<file path="config.mk">
export PLATFORM = sky130hd
export DESIGN_NAME = key_nonce_loader
export DESIGN_NICKNAME = d
export VERILOG_FILES = /design/src/rtl/ascon_cfg.sv /design/src/rtl/word_assembler.sv /design/src/rtl/key_nonce_loader.sv
export SDC_FILE = /design/constraint.sdc
export NUM_CORES = 1
export LEC_CHECK = 0
export ABC_CLOCK_PERIOD_IN_PS = 2600
export CORE_MARGIN = 4
export CORE_UTILIZATION = 30
export CTS_CLUSTER_DIAMETER = 40
export DETAILED_ROUTE_END_ITERATION = 8
export HOLD_SLACK_MARGIN = 0.03
export SLEW_MARGIN = 20
export SYNTH_ARGS = -nofsm -noshare
export SYNTH_HDL_FRONTEND = slang
export SYNTH_SLANG_ARGS = --single-unit
</file>
<file path="constraint.sdc">
create_clock -name clk_i -period 2.6 [get_ports clk_i]
set_clock_uncertainty 0.1 [all_clocks]
set_input_delay 0.52 -clock clk_i [delete_from_list [all_inputs] [get_ports clk_i]]
set_output_delay 0.52 -clock clk_i [all_outputs]
set_load 0.05 [all_outputs]
</file>
<file path="src/rtl/ascon_cfg.sv">
// Shared ASCON front-end configuration: BD type codes and key staging FSM states.
package ascon_cfg;

  localparam logic [2:0] D_NULL  = 3'd0;
  localparam logic [2:0] D_NONCE = 3'd1;
  localparam logic [2:0] D_AD    = 3'd2;
  localparam logic [2:0] D_MSG   = 3'd3;
  localparam logic [2:0] D_TAG   = 3'd4;

  typedef logic [1:0] key_state_t;
  localparam key_state_t S_EMPTY = 2'd0;
  localparam key_state_t S_FILL  = 2'd1;
  localparam key_state_t S_FULL  = 2'd2;

endpackage

</file>
<file path="src/rtl/word_assembler.sv">
// Shifts WORD_W-bit words into a TOTAL_W-bit register, MS word first, counting words.
module word_assembler #(
  parameter int WORD_W  = 32,
  parameter int TOTAL_W = 160,
  localparam int WORDS  = TOTAL_W / WORD_W,
  localparam int CNT_W  = $clog2(WORDS + 1)
) (
  input  logic               clk_i,
  input  logic               rst_i,
  input  logic               shift,
  input  logic               clear,
  input  logic [WORD_W-1:0]  word,
  output logic [TOTAL_W-1:0] data,
  output logic [CNT_W-1:0]   count,
  output logic               full
);

  logic [TOTAL_W-1:0] base;
  logic [TOTAL_W-1:0] shifted;

  // clear together with shift restarts the register with this word as the first one
  assign base = clear ? '0 : data;

  generate
    if (WORDS == 1) begin : g_single
      assign shifted = word;
    end else begin : g_multi
      assign shifted = {base[TOTAL_W-WORD_W-1:0], word};
    end
  endgenerate

  always_ff @(posedge clk_i) begin
    if (rst_i) begin
      data  <= '0;
      count <= '0;
    end else if (shift) begin
      data  <= shifted;
      count <= clear ? CNT_W'(1) : count + 1'b1;
    end else if (clear) begin
      data  <= '0;
      count <= '0;
    end
  end

  assign full = (count == CNT_W'(WORDS));

endmodule

</file>
<file path="src/rtl/key_nonce_loader.sv">
// ASCON key/nonce capture: staged key with preload, running key, nonce capture and word-count checks.
module key_nonce_loader
  import ascon_cfg::*;
#(
  parameter int WORD_W  = 32,
  parameter int KEY_W   = 160,
  parameter int NONCE_W = 128
) (
  input  logic               clk_i,
  input  logic               rst_i,
  input  logic               key_valid_i,
  input  logic               key_last_i,
  input  logic [WORD_W-1:0]  key_i,
  output logic               key_ready_o,
  input  logic               bd_valid_i,
  input  logic               bd_ready_i,
  input  logic [2:0]         bd_type_i,
  input  logic [WORD_W-1:0]  bd_i,
  input  logic               eoi_i,
  input  logic               ready_i,
  input  logic               idle_state_i,
  input  logic               almost_done_i,
  input  logic               key_reuse_i,
  output logic               run_key_vld_o,
  output logic [KEY_W-1:0]   run_key_o,
  output logic               nonce_vld_o,
  output logic [NONCE_W-1:0] nonce_o,
  output logic               key_err_o,
  output logic               nonce_err_o
);

  localparam int KEY_WORDS   = KEY_W / WORD_W;
  localparam int NONCE_WORDS = NONCE_W / WORD_W;
  localparam int KCW         = $clog2(KEY_WORDS + 1);
  localparam int NCW         = $clog2(NONCE_WORDS + 1);

  key_state_t         state, state_nxt;
  logic [KEY_W-1:0]   stage;
  logic [KCW-1:0]     kcount;
  logic [NCW-1:0]     ncount;
  logic               kfull, nfull;
  logic               key_acc, key_pos_last, key_bad, key_done;
  logic               pass, start, nd, kshift, kclear, nshift;

  assign key_ready_o  = (state != S_FULL);
  assign key_acc      = key_valid_i & key_ready_o;
  assign key_pos_last = (kcount == KCW'(KEY_WORDS - 1));
  // short key (last too early) and long key (no last at final slot) both reduce to a mismatch
  assign key_bad      = key_acc & (key_last_i ^ key_pos_last);
  assign key_done     = key_acc & key_last_i & key_pos_last;
  assign pass         = (state == S_FULL) & kfull & (idle_state_i | almost_done_i);
  assign start        = eoi_i & ready_i;
  assign nd           = bd_valid_i & bd_ready_i & (bd_type_i == D_NONCE);

  assign kshift = key_acc & ~key_bad;
  assign kclear = key_bad | pass;
  // a message start frees the nonce slot in the same cycle a new word arrives
  assign nshift = nd & (start | ~nfull);

  word_assembler #(.WORD_W(WORD_W), .TOTAL_W(KEY_W)) u_key_stage (
    .clk_i (clk_i),
    .rst_i (rst_i),
    .shift (kshift),
    .clear (kclear),
    .word  (key_i),
    .data  (stage),
    .count (kcount),
    .full  (kfull)
  );

  word_assembler #(.WORD_W(WORD_W), .TOTAL_W(NONCE_W)) u_nonce (
    .clk_i (clk_i),
    .rst_i (rst_i),
    .shift (nshift),
    .clear (start),
    .word  (bd_i),
    .data  (nonce_o),
    .count (ncount),
    .full  (nfull)
  );

  assign nonce_vld_o = nfull;

  always_comb begin
    state_nxt = state;
    case (state)
      S_EMPTY, S_FILL: begin
        if (key_bad)       state_nxt = S_EMPTY;
        else if (key_done) state_nxt = S_FULL;
        else if (key_acc)  state_nxt = S_FILL;
      end
      S_FULL:  if (pass) state_nxt = S_EMPTY;
      default: state_nxt = S_EMPTY;
    endcase
  end

  always_ff @(posedge clk_i) begin
    if (rst_i) begin
      state         <= S_EMPTY;
      run_key_o     <= '0;
      run_key_vld_o <= 1'b0;
      key_err_o     <= 1'b0;
      nonce_err_o   <= 1'b0;
    end else begin
      state       <= state_nxt;
      key_err_o   <= key_bad;
      nonce_err_o <= nd & ~start & (ncount == NCW'(NONCE_WORDS));
      if (pass) begin
        run_key_o     <= stage;
        run_key_vld_o <= 1'b1;
      end else if (start & ~key_reuse_i) begin
        run_key_vld_o <= 1'b0;
      end
    end
  end

endmodule

</file>
==> results.md <==
- The area of the die is 56500 µm².
- Among all flip-flop cells after synthesis, the most frequent one is dfxtp_1.
- The number of distinct library cells after synthesis is 38.
- In the synthesized netlist, the number of instances is 1855.
- The number of setup buffers added after CTS is 0.
- The type of the worst setup path is register to output pin.
- Dividing the detail-routed wire length by the instance count gives 17.0 µm.
- The met3 wire length is 4.23 mm.
- The analysis attributes to cell leakage a power of 7.85 nW.
- The number of nets handed over by synthesis was 1938.
- In this run the cell area of the synthesized design comes to 15800 µm².
- The most common cell in the synthesized netlist is nand2_1.
- The final critical path time including I/O delays and setup is 2.50 ns.
- Summing over every cut layer, the via total after detailed routing is 14100.
- In the post-route analysis, the smallest setup slack over all paths is 0.0954 ns.
- At the worst endpoint, the required time is 1.98 ns.
- The number of buffers created by CTS is 68.
- The clock net in this run drives a total of 459 sinks.
- The effective utilization at floorplan is 30.5%.
- The library cell contributing the largest single delay on the critical path is clkdlybuf4s50_1.
- The top cell type by area accounts for 58.1% of the synthesized area.
- The power after layout is 16.9 mW.
- In the routed layout, each cell is associated on average with a via count of 4.82.
- The number of antenna violations at the first check in global routing is 2.
- The count of pins over their slew limit was 0.
- The routability congestion estimate is 0.820.
- The H-tree was split into 3 levels.
- The flow ran to the end, and the final reports show no timing, DRC or antenna violations.
- The final-layout setup total negative slack is 0 ns.
- Hold timing on the final database bottoms out at a slack of 0.153 ns.
- The total half-perimeter wirelength after legalization and detailed placement is 34.0 mm.
- The synthesized design spends more area on one cell type than any other, namely dfxtp_1.
- The number of port buffers is 370.
- Clock tree synthesis selected as its root buffer the cell clkbuf_16.
- The first global-routing pass estimated 77.9 mm of wire.
- For the pin with the worst max-slew slack, the measured transition is 0.725 ns.
- The via count of the first global-routing pass is 13500.
- The average instance area after synthesis is 8.53 µm².
- The share of the cycle needed by the critical path after routing is 96.3%.
- The initial DRC count is 1008.
- Yosys printed 0 warnings.
- The number of failing hold endpoints at the final stage is 0.
- Across the VDD grid, the largest voltage drop is 525 µV.
- The end-of-flow core utilization is 43.9%.
- Summing the sequential cell areas from Yosys gives 58.1% of the chip area.
- The top achievable clock speed is 0.399 GHz.
- The post-route netlist has 8.14% of its cells at a drive strength greater than 1.
- The tool flagged a number of max-cap violations equal to 0.
- The number of nets in the layout is 2279.
- The area growth from synthesis to layout is 43.8%.
- The first-pass detailed-route iteration total is 5.
- The endpoint arrival time on the critical path is 1.88 ns.
- Before CTS, the worst setup slack after placement is 0.0291 ns.
- The worst setup path is captured at an output pin.
- The async set or reset register ratio after synthesis is 0%.
- The core region area is 51800 µm².
- The die is 238 µm tall.
- The CTS tree is built.
- The power per cell area is 742 nW/µm².
- By count the netlist is led by nand2_1, dfxtp_1, a21oi_1.
- The type of the worst min-delay path is input port to register.
- Global routing finished with a remaining overflow of 0.
- The maximum clock insertion buffer count is 3.
- 371 I/O pins were placed.
- The number of nets still failing antenna checks after routing is 0.
- The layout has 5046 filler cells.
- The routed wire length on met2 is 21.9 mm.
- The delay of the slowest cell on the worst path is 0.86 ns.
- The total global routing track utilization is 16.9%.
- The uppermost signal routing layer after detailed routing is met4.
- The floorplan has 83 rows.
- Walking the worst path, the cells encountered are clkdlybuf4s50_1.
- Setup violations remaining at the end of the flow were counted as 0.
- The worst setup path is launched from a register.
- In this run the tightest slew margin relative to its limit is 51.6%.
- The floorplan die width is 238 µm.
- The kind of cell adding the most delay to the critical path is buffers and inverters.
- The number of enable flip-flop cells after synthesis is 0.
- The final wirelength is 49.7 mm.
- For this block, wires on met1 add up to 22.6 mm.
- The number of remaining DRC errors is 0.
- Setup repair after global routing left no endpoint under its margin.
- In the post-synthesis netlist, the biggest area contributors are dfxtp_1, nand2_1, a21oi_1.
- Of all nets on the critical path, the largest fanout is 3.
- Together, buffers and inverters on the worst path number 1.
- The total of flip-flops plus latches after synthesis is 459.
- The source-to-sink clock delay at the later pin of the worst-skew pair is 0.58 ns.
- Entering global routing, the biggest net connects 158 pins.
- Clock-pin slew was measured on the worst setup and hold paths at 0.05 ns.
==> stage by stage <==
step           cells  instance area, µm²
4_1_cts         2928               22800
2_1_floorplan   1855               15800
3_5_place_dp    2806               20400
6_report        2930               22800
5_1_grt         2928               22800
3_3_place_gp    2806               20400
==> cells by family (layout without fill, tap and decap cells) <==
kind of cell | Yosys count | in the layout | synth area share, %
adders and majority gates | 5 | 5 | 0.395
and+or+nand+nor | 795 | 795 | 20.2
DFF | 459 | 459 | 58.1
muxes | 2 | 2 | 0.126
xor gates and xnor gates | 1 | 1 | 0.0553
buffers and inverters | 158 | 551 | 4.51
AOI/OAI and AO/OA | 435 | 435 | 16.6
other | 0 | 2 | 0
==> sequential cells by signal (all words and copies together), names as in the netlist <==
name,cells
run_key_o,160
u_key_stage.count,3
key_err_o,1
state,2
run_key_vld_o,1
u_nonce.count,3
u_nonce.data,128
u_key_stage.data,160
nonce_err_o,1
==> layer usage <==
metal,global-route usage (%),vias up
li1,-,6909
met1,23.2,6671
met2,25.7,467
met3,5.05,76
met4,5.48,0
met5,0,-
==> power by group <==
| part | internal [mW] | switching, mW |
|---|---|---|
| Combinational | 0.224 | 0.336 |
| Sequential | 7.07 | 0.0342 |
| Clock | 5.69 | 3.52 |
==> final cells by class <==
| class | instances | area [µm²] | share of cell area, % |
|---|---|---|---|
| flip-flops and latches | 459 | 9190 | 40.4 |
| multi-input cells | 1238 | 5970 | 26.2 |
| repair buffers | 424 | 4390 | 19.3 |
| clock buffers | 84 | 1850 | 8.14 |
| well taps | 680 | 851 | 3.74 |
| clock inverters | 38 | 477 | 2.09 |
| inverters | 5 | 18.8 | 0.0825 |
| diodes | 2 | 5.00 | 0.0220 |
==> worst paths after layout <==
kind / startpoint / to / slack (ns) / cells after the start
max: u_nonce.data[4] / nonce_o[4] / 0.1 / 1
min: rst_i / u_key_stage.data[136] / 0.15 / 2
max reg2reg: u_nonce.count[0] / u_nonce.data[126] / 0.51 / 8
min reg2reg: run_key_o[114] / run_key_o[114] / 0.35 / 2
==> cell usage in the layout (no fill, tap or decap), types with 2 or more instances in the layout <==
cell,instances
a21oi_1,261
a22oi_1,162
buf_12,23
buf_4,33
bufinv_16,5
clkbuf_1,8
clkbuf_16,69
clkbuf_8,7
clkdlybuf4s50_1,365
clkinv_2,4
clkinv_4,5
clkinv_8,4
clkinvlp_4,8
dfxtp_1,459
diode_2,2
dlygate4sd2_1,2
ha_1,5
inv_1,4
inv_16,2
inv_6,6
inv_8,4
mux2i_1,2
nand2_1,549
nand3_1,32
nand3b_1,32
nor2_1,167
nor2b_1,2
nor3_1,2
o211ai_1,2
o21ai_0,2
==> timing repair <==
action,CTS,global route
resized for setup,3,0
setup endpoints to repair,2,0
hold buffers,0,0
(Power assumes the default switching activity.)
